<file path="config.mk">
export PLATFORM = sky130hd
export DESIGN_NAME = serial_subtractor_flat
export DESIGN_NICKNAME = d
export VERILOG_FILES = /design/src/rtl/serial_subtractor_if.sv /design/src/rtl/serial_subtractor.sv /design/src/flat_wrapper.sv
export SDC_FILE = /design/constraint.sdc
export NUM_CORES = 1
export LEC_CHECK = 0
export BUFFER_PORTS_ARGS = -buffer_cell sky130_fd_sc_hd__buf_4
export CORE_MARGIN = 4
export CORE_UTILIZATION = 24
export CTS_BUF_LIST = sky130_fd_sc_hd__clkbuf_8
export CTS_CLUSTER_DIAMETER = 150
export DETAILED_ROUTE_END_ITERATION = 10
export GPL_ROUTABILITY_DRIVEN = 0
export PLACE_DENSITY = 0.46
export SYNTH_ARGS = -nofsm -noshare
export SYNTH_HDL_FRONTEND = slang
export SYNTH_SLANG_ARGS = --single-unit
</file>
<file path="constraint.sdc">
create_clock -name clk -period 1.3 [get_ports clk]
set_clock_uncertainty 0.2 [all_clocks]
set_input_delay 0 -clock clk [delete_from_list [all_inputs] [get_ports clk]]
set_output_delay 0 -clock clk [all_outputs]
set_load 0.01 [all_outputs]
</file>
<file path="src/rtl/serial_subtractor_if.sv">
// Operand/result handshake bundle for serial_subtractor.
// master: the side that issues operands and consumes results.
// slave:  the subtractor itself.
interface serial_subtractor_if #(
  parameter int WIDTH = 4
);
  logic             start;
  logic             in_ready;
  logic [WIDTH-1:0] A;
  logic [WIDTH-1:0] B;
  logic             Bin;
  logic             out_valid;
  logic             out_ready;
  logic [WIDTH-1:0] Diff;
  logic             Bout;
  logic             Ovf;

  modport master (
    output start, A, B, Bin, out_ready,
    input  in_ready, out_valid, Diff, Bout, Ovf
  );

  modport slave (
    input  start, A, B, Bin, out_ready,
    output in_ready, out_valid, Diff, Bout, Ovf
  );
endinterface

</file>
<file path="src/rtl/serial_subtractor.sv">
// Bit-serial subtractor: Diff = A - B - Bin, one bit per clock, LSB first,
// using a single full-subtractor cell. Operands in and result out over
// valid/ready handshakes carried by serial_subtractor_if.
// Optional feature macro: SERIAL_SUB_OVF_EN enables the signed-overflow flag
// on Ovf; without it Ovf is tied low and no extra flops are built.
module serial_subtractor #(
  parameter int WIDTH = 4
) (
  input logic                clk,
  input logic                rst,
  serial_subtractor_if.slave bus
);

  localparam int CW = (WIDTH > 1) ? $clog2(WIDTH) : 1;
  localparam logic [CW-1:0] LAST_BIT = CW'(WIDTH - 1);

  typedef enum logic [1:0] {
    S_IDLE = 2'd0,
    S_RUN  = 2'd1,
    S_DONE = 2'd2
  } state_t;

  state_t           r_state;
  state_t           w_state_next;

  logic [WIDTH-1:0] r_a_sh;
  logic [WIDTH-1:0] r_b_sh;
  logic             r_borrow;
  logic [CW-1:0]    r_cnt;
  // Lower result bits collected so far; the final bit is appended when the
  // result is published, so only WIDTH-1 bits need to be stored here.
  logic [WIDTH-2:0] r_res;
  logic [WIDTH-1:0] r_diff;
  logic             r_bout;

  logic             w_accept;
  logic             w_last;
  logic             w_d;
  logic             w_borrow_next;
  logic [WIDTH-1:0] w_res_full;
  logic             w_in_ready;
  logic             w_out_valid;

  // One full-subtractor cell acting on the current LSBs.
  assign w_d           = r_a_sh[0] ^ r_b_sh[0] ^ r_borrow;
  assign w_borrow_next = (~r_a_sh[0] & r_b_sh[0]) | (~(r_a_sh[0] ^ r_b_sh[0]) & r_borrow);
  assign w_res_full    = {w_d, r_res};
  assign w_accept      = (r_state == S_IDLE) && bus.start;
  assign w_last        = (r_state == S_RUN) && (r_cnt == LAST_BIT);

  // State register.
  always_ff @(posedge clk) begin
    if (rst) begin
      r_state <= S_IDLE;
    end else begin
      r_state <= w_state_next;
    end
  end

  // Next-state and handshake outputs; start is only looked at in IDLE, so a
  // start coinciding with out_ready in DONE is simply dropped.
  always_comb begin
    w_state_next = r_state;
    w_in_ready   = 1'b0;
    w_out_valid  = 1'b0;
    case (r_state)
      S_IDLE: begin
        w_in_ready = 1'b1;
        if (bus.start) begin
          w_state_next = S_RUN;
        end
      end
      S_RUN: begin
        if (r_cnt == LAST_BIT) begin
          w_state_next = S_DONE;
        end
      end
      S_DONE: begin
        w_out_valid = 1'b1;
        if (bus.out_ready) begin
          w_state_next = S_IDLE;
        end
      end
      default: begin
        w_state_next = S_IDLE;
      end
    endcase
  end

  // Operand shifters, borrow chain, bit counter and published result.
  always_ff @(posedge clk) begin
    if (rst) begin
      r_a_sh   <= '0;
      r_b_sh   <= '0;
      r_borrow <= 1'b0;
      r_cnt    <= '0;
      r_res    <= '0;
      r_diff   <= '0;
      r_bout   <= 1'b0;
    end else if (w_accept) begin
      r_a_sh   <= bus.A;
      r_b_sh   <= bus.B;
      r_borrow <= bus.Bin;
      r_cnt    <= '0;
    end else if (r_state == S_RUN) begin
      r_a_sh   <= r_a_sh >> 1;
      r_b_sh   <= r_b_sh >> 1;
      r_borrow <= w_borrow_next;
      r_res    <= w_res_full[WIDTH-1:1];
      r_cnt    <= r_cnt + 1'b1;
      if (w_last) begin
        r_diff <= w_res_full;
        r_bout <= w_borrow_next;
      end
    end
  end

`ifdef SERIAL_SUB_OVF_EN
  logic r_a_msb;
  logic r_b_msb;
  logic r_ovf;

  // Signed overflow: operands of different sign and result sign differs from A.
  always_ff @(posedge clk) begin
    if (rst) begin
      r_a_msb <= 1'b0;
      r_b_msb <= 1'b0;
      r_ovf   <= 1'b0;
    end else if (w_accept) begin
      r_a_msb <= bus.A[WIDTH-1];
      r_b_msb <= bus.B[WIDTH-1];
    end else if (w_last) begin
      r_ovf <= (r_a_msb != r_b_msb) && (w_d != r_a_msb);
    end
  end

  assign bus.Ovf = r_ovf;
`else
  assign bus.Ovf = 1'b0;
`endif

  assign bus.in_ready  = w_in_ready;
  assign bus.out_valid = w_out_valid;
  assign bus.Diff      = r_diff;
  assign bus.Bout      = r_bout;

endmodule
</file>
<file path="src/flat_wrapper.sv">
// flat-port wrapper written by rule: the top's interface ports become plain ports
module serial_subtractor_flat 
#(
  parameter int WIDTH = 4
)
  (clk, rst, bus_start, bus_A, bus_B, bus_Bin, bus_out_ready, bus_in_ready, bus_out_valid, bus_Diff, bus_Bout, bus_Ovf);
  serial_subtractor_if #(.WIDTH(WIDTH)) bus_i ();
  input logic clk;
  input logic rst;
  input wire logic [$bits(bus_i.start)-1:0] bus_start;
  input wire logic [$bits(bus_i.A)-1:0] bus_A;
  input wire logic [$bits(bus_i.B)-1:0] bus_B;
  input wire logic [$bits(bus_i.Bin)-1:0] bus_Bin;
  input wire logic [$bits(bus_i.out_ready)-1:0] bus_out_ready;
  output wire logic [$bits(bus_i.in_ready)-1:0] bus_in_ready;
  output wire logic [$bits(bus_i.out_valid)-1:0] bus_out_valid;
  output wire logic [$bits(bus_i.Diff)-1:0] bus_Diff;
  output wire logic [$bits(bus_i.Bout)-1:0] bus_Bout;
  output wire logic [$bits(bus_i.Ovf)-1:0] bus_Ovf;
  assign bus_i.start = bus_start;
  assign bus_i.A = bus_A;
  assign bus_i.B = bus_B;
  assign bus_i.Bin = bus_Bin;
  assign bus_i.out_ready = bus_out_ready;
  assign bus_in_ready = bus_i.in_ready;
  assign bus_out_valid = bus_i.out_valid;
  assign bus_Diff = bus_i.Diff;
  assign bus_Bout = bus_i.Bout;
  assign bus_Ovf = bus_i.Ovf;
  serial_subtractor #(.WIDTH(WIDTH)) u_core (.clk(clk), .rst(rst), .bus(bus_i));
endmodule
</file>
Word-level counts from Yosys, hierarchy flattened
Cells that the tools add are included.
Widths: inputs -> output; s select.
- bits in registers: 21
- latch bits: 0
- RAM bits: 0
- memory bits (read-only): 0
- input port bits: 13
- output and inout bits: 8
- word-level logic and storage cells: 43
- memories kept: 0
- $add $sub $neg: 1
- $mul: 0
- divide/modulo/power cells: 0
- magnitude comparators: 0
- eq/ne operators: 6
- shift operators: 0
- multiplexer cells: 12
- bitwise operators: 8
- reductions and logical operators: 8
- operators with widths (operator ; count):
    $mux 4 ; 4
    $mux 2 ; 3
    $ne 2x2->1 const B ; 3
    $pmux 2 s3 ; 1
    $reduce_and 3->1 ; 2
    $eq 2x2->1 const B ; 2
    $mux 1 ; 4
    $not 1->1 ; 3
    $add 2x1->2 const B ; 1
    $and 1x1->1 ; 2
    $eq 2x1->1 const B ; 1
    $logic_and 1x1->1 ; 2
    $logic_not 2->1 ; 1
    $reduce_and 2->1 ; 1
    $reduce_bool 2->1 ; 1
    $reduce_or 2->1 ; 1
    $xor 1x1->1 ; 2
    $or 1x1->1 ; 1

Depth between registers and ports, before layout
- word-level depth: 6
- gate-level depth with buffers: 5
- gate-level depth less buffers: 5

Worst setup path after synthesis
Ideal clock, no wire load.
- path type: flip-flop to flip-flop
- from: reg u_core.r_state[0]
- to: reg u_core.r_a_sh[0]
- setup time: 132 ps
- arrival: 1005 ps
- required time: 968 ps
- setup slack: -37 ps
- cell stages (with the launch flop): 5
- buffers on the path: 1
- clock period less this slack: 1337 ps
- path through: dfxtp_1 > buf_6 > or3b_1 > a21oi_1 > nor3_1
- word-level cells in the longest chain between the ends: 3
- elaborated cells on any way between the ends: 5
- classes of those cells: eq/ne: 1; mux: 1; reduce/logical: 3
- ends and longest elaborated chain (element ; line ; source):
    start, declared ; serial_subtractor.sv:23 ; state_t r_state;
    start signal, assigned ; serial_subtractor.sv:56 ; r_state <= w_state_next;
    $logic_not 2->1 ; serial_subtractor.sv:48 ; assign w_accept = (r_state == S_IDLE) && bus.start;
    $logic_and 1x1->1 ; serial_subtractor.sv:48 ;
    $mux 4 / $reduce_bool 2->1 (equally long branches) ; -- ;
    end signal, assigned ; serial_subtractor.sv:101 ; r_a_sh <= bus.A;
    end signal, assigned ; serial_subtractor.sv:106 ; r_a_sh <= r_a_sh >> 1;
    end, declared ; serial_subtractor.sv:26 ; logic [WIDTH-1:0] r_a_sh;
Parallel ways exist; a longest one is shown, timed or not.
A chain may end at the register's enable or synchronous reset.

Final worst setup path
- from: reg u_core.r_state[1]
- to: reg u_core.r_b_sh[1]
- word-level cells in the longest chain between the ends: 3
- elaborated cells on any way between the ends: 5
- classes of those cells: eq/ne: 1; mux: 1; reduce/logical: 3
- ends and longest elaborated chain (element ; line ; source):
    $logic_not 2->1 ; serial_subtractor.sv:48 ;
    $logic_and 1x1->1 ; serial_subtractor.sv:48 ;
    $mux 4 / $reduce_bool 2->1 (equally long branches) ; -- ;
    end signal, assigned ; serial_subtractor.sv:102 ; r_b_sh <= bus.B;
    end signal, assigned ; serial_subtractor.sv:107 ; r_b_sh <= r_b_sh >> 1;
    end, declared ; serial_subtractor.sv:27 ; logic [WIDTH-1:0] r_b_sh;
Parallel ways exist; a longest one is shown, timed or not.

==> out/metrics.yaml <==
outcome:
  status: "finished, violations left"
  violations_in_the_final_reports: "hold timing, setup timing"
layout:
  finalCoreUtilization_pct: 40.1
  num_antenna_cells: 0
  post_route_cells_drive_above_1_share_pct: 49.7
  final_nets: 169
  area_growth_pct: 57.0
  stdcell_area_um2: 1500
route:
  top_signal_layer_used: "met4"
  wl_per_cell_um: 11.7
  drc_violation_count_after_routing: 0
  routedLengthMet1_mm: 1.01
  post_drt_via_cell_ratio: 4.51
  router_iterations_before_antenna_repair: 4
  num_vias: 907
  drt_wl_total_mm: 2.36
  drt.antenna.violating_nets: 0
  sum_of_met3_wire_segment_lengths_after_detailed_routing_um: 99
  initialDrtViolationCount: 23
  met2RoutedLength_mm: 1.24
setup_path:
  worst_setup_path_endpoint: "u_core.r_b_sh[1]$_SDFFE_PP0P_"
  path_class: "flop to flop"
  timing.rr.end: "u_core.r_b_sh[1]$_SDFFE_PP0P_"
  timing.critical_path.from_type: "flop"
  endpoint_kind: "flop"
  r2r_slack_ns: -0.15
  cp-startpoint: "u_core.r_state[1]$_SDFFE_PP0P_"
  cp_data_arrival_time_ns: 1.43
  timing.rr.start: "u_core.r_state[1]$_SDFFE_PP0P_"
  rr_worst_depth: 5
  crit_required_ns: 1.28
  worst-path-max-fanout: 6
floorplan:
  fp.dieH_um: 71.2
  rows: 22
  dieWidth_um: 71.2
  design.portCount: 21
  fp.coreArea_um2: 3740
  initial_core_utilization_pct: 25.6
  die_area_um2: 5060
sta:
  grt_setup_unrepaired: "true"
  finalSetupViolations: 19
  fmaxAchievable_ghz: 0.690
  timing.setup.tns_ns: -1.64
  final.setup.worst_slack_ns: -0.149
  fin_crit_ns: 1.45
  timing_max_transition_violations_final: 0
  hold_ws_ns: -0.110
  fin_crit_sh_pct: 111
  hold_violations: 21
synth:
  synth.distinct_cells: 27
  synth_compound_gate_area_share_pct: 14.5
  cells_after_synth: 112
  synth-seq-cells: 21
  post_synthesis_cell_type_with_the_largest_combined_area: "sky130_fd_sc_hd__dfxtp_1"
  largest_family_of_logic_cells_by_synthesized_area: "simple AND/OR/NAND/NOR gates"
  synthMuxAreaShare_pct: 2.09
  synth_adder_area_share_pct: 3.40
  post_synth_instance_area_um2: 957
  synthXorXnorAreaFrac_pct: 0.915
  yosysWarningCount: 0
  synth_simple_gate_area_share_pct: 27.8
  synthDominantCellAreaShare_pct: 43.9
  fraction_of_the_yosys_area_taken_by_sequential_cells_pct: 43.9
  netlist_top_cells_area: "sky130_fd_sc_hd__dfxtp_1 44%, sky130_fd_sc_hd__a21oi_1 9.4%, sky130_fd_sc_hd__nand2_1 6.7%, sky130_fd_sc_hd__nand3_1 3.1%, sky130_fd_sc_hd__nor3_1 3.1%"
  synthesis.area_per_instance_um2: 8.55
  mappedNetlistNets: 127
power:
  power.ir.vdd_worst_mv: 0.659
  leakagePower_nw: 0.595
  power.density_nw_per_um2: 935
clock_network:
  cts_h_tree_lvls: 1
  cts_sinks: 21
  clock_path_buffers: 2
  insertion_delay_ns: 0.26
  clk_pin_slew_worst_paths_ns: 0.08
  cts_inserted_buffers: 3
  cts_hold_repair.buffers: 8
  cts_tree: "built"
  ctsRootBufferMaster: "sky130_fd_sc_hd__clkbuf_8"
global_route:
  vias_in_the_first_global_route: 880
  antenna_violations_before_repair: 0
  grt_pass1_wl_mm: 3.92
  grt_max_degree: 22
  globalRouteTotalUtil_pct: 9.67
  gr-total-overflow: 0
place:
  io_buffers: 19
  preCtsSetupSlack_ns: -0.206
  dp_hpwl_mm: 1.56
  post_dp_cell_area_um2: 1200
run:
  cap_viol_max_count: 0
hold_path:
  min-delay-path-class: "input port to flop"
flip-flops by register name (all words and copies together) (netlist names):
| register | flops |
|---|---|
| u_core.r_state | 2 |
| u_core.bus.Diff | 4 |
| u_core.r_borrow | 1 |
| u_core.r_b_sh | 4 |
| u_core.r_a_sh | 4 |
| u_core.r_res | 3 |
| u_core.r_cnt | 2 |
| u_core.bus.Bout | 1 |
worst max-delay path: stages (launching register included):
cell	delay (ns)
sky130_fd_sc_hd__dfxtp_4	0.37
sky130_fd_sc_hd__buf_6	0.12
sky130_fd_sc_hd__nor3b_4	0.26
sky130_fd_sc_hd__buf_4	0.18
sky130_fd_sc_hd__a21oi_2	0.04
sky130_fd_sc_hd__a211oi_2	0.20
Yosys cell counts:
library cell and instances:
sky130_fd_sc_hd__and2b_2 1, sky130_fd_sc_hd__nor3_1 6, sky130_fd_sc_hd__or3b_2 1, sky130_fd_sc_hd__nor2b_4 1, sky130_fd_sc_hd__buf_6 2, sky130_fd_sc_hd__conb_1 1
sky130_fd_sc_hd__ha_1 1, sky130_fd_sc_hd__or3b_1 3, sky130_fd_sc_hd__inv_1 3, sky130_fd_sc_hd__fa_1 1, sky130_fd_sc_hd__buf_2 2, sky130_fd_sc_hd__xnor2_1 1
sky130_fd_sc_hd__nand2_1 17, sky130_fd_sc_hd__a311oi_1 1, sky130_fd_sc_hd__nor2_1 8, sky130_fd_sc_hd__nor3b_4 1, sky130_fd_sc_hd__buf_4 1, sky130_fd_sc_hd__a21oi_1 18
sky130_fd_sc_hd__a211oi_1 4, sky130_fd_sc_hd__nand2b_1 1, sky130_fd_sc_hd__nand3b_1 1, sky130_fd_sc_hd__dfxtp_1 21, sky130_fd_sc_hd__mux2i_1 2, sky130_fd_sc_hd__o21ba_2 1
sky130_fd_sc_hd__or2b_1 3, sky130_fd_sc_hd__nand3_1 6, sky130_fd_sc_hd__clkbuf_1 4
logic make-up after synthesis:
family          count (synthesis)
compound gates                 24
buf+inv                        12
mux                             2
flops                          21
xor+xnor                        1
simple gates                   49
other cells                     1
fa+ha+maj                       2
per-layer routing:
layer / global-route usage, % / up-vias
met2: 17.4 / 19
li1: - / 461
met4: 2.51 / 0
met5: 0 / -
met1: 10.8 / 425
met3: 3.27 / 2
per-stage QoR:
| stage | power, W | cells |
|---|---|---|
| floorplan | 0.000838 | 112 |
| global placement | 0.000908 | 182 |
| detailed placement | 0.000913 | 182 |
| CTS | 0.00140 | 198 |
| global route | 0.00148 | 201 |
| finish | 0.00140 | 201 |
placed cells by master, fill, tap and decap left out, types with 4 or more instances in the layout:
master,count
sky130_fd_sc_hd__buf_6,6
sky130_fd_sc_hd__nand2_1,14
sky130_fd_sc_hd__a211oi_2,4
sky130_fd_sc_hd__dfxtp_1,18
sky130_fd_sc_hd__nor2_1,8
sky130_fd_sc_hd__a21oi_1,7
sky130_fd_sc_hd__nor3_1,6
sky130_fd_sc_hd__nand3_1,4
sky130_fd_sc_hd__a21oi_2,11
sky130_fd_sc_hd__dlygate4sd3_1,8
sky130_fd_sc_hd__buf_4,32
worst min path at each step:
stage,startpoint,cells after the start,slack (ns),end
after floorplan,rst,1,-0.13,u_core.bus.Bout$_SDFFE_PP0P_
after global placement,bus_B[3],3,0.06,u_core.r_b_sh[3]$_SDFFE_PP0P_
after detailed placement,bus_A[3],3,0.07,u_core.r_a_sh[3]$_SDFFE_PP0P_
after CTS,rst,2,-0.13,u_core.bus.Diff[0]$_SDFFE_PP0P_
after global routing,rst,2,-0.09,u_core.bus.Diff[0]$_SDFFE_PP0P_
final,rst,2,-0.11,u_core.bus.Diff[2]$_SDFFE_PP0P_
cell type report:
type / instances / area [um2]
Clock buffer: 3 / 41.3
Clock inverter: 1 / 5.00
Fill cell: 385 / 2240
Inverter: 3 / 11.3
Multi-Input combinational cell: 79 / 568
Sequential cell: 21 / 429
Tap cell: 48 / 60.1
Timing Repair Buffer: 46 / 388
report_power, final:
group | switching (W) | internal [W]
combinational | 0.000124 | 0.000163
clock | 0.000206 | 0.000213
sequential | 0.0000248 | 0.000674
total | 0.000355 | 0.00105
repair_timing:
action / CTS / global route
pin swaps: 10 / 8
endpoints found under the setup margin: 20 / 21
endpoints found under the hold margin: 21 / 21
buffers inserted: 5 / 3
gates resized for setup: 23 / 13
Note: power is estimated with default switching activity, not from simulation.
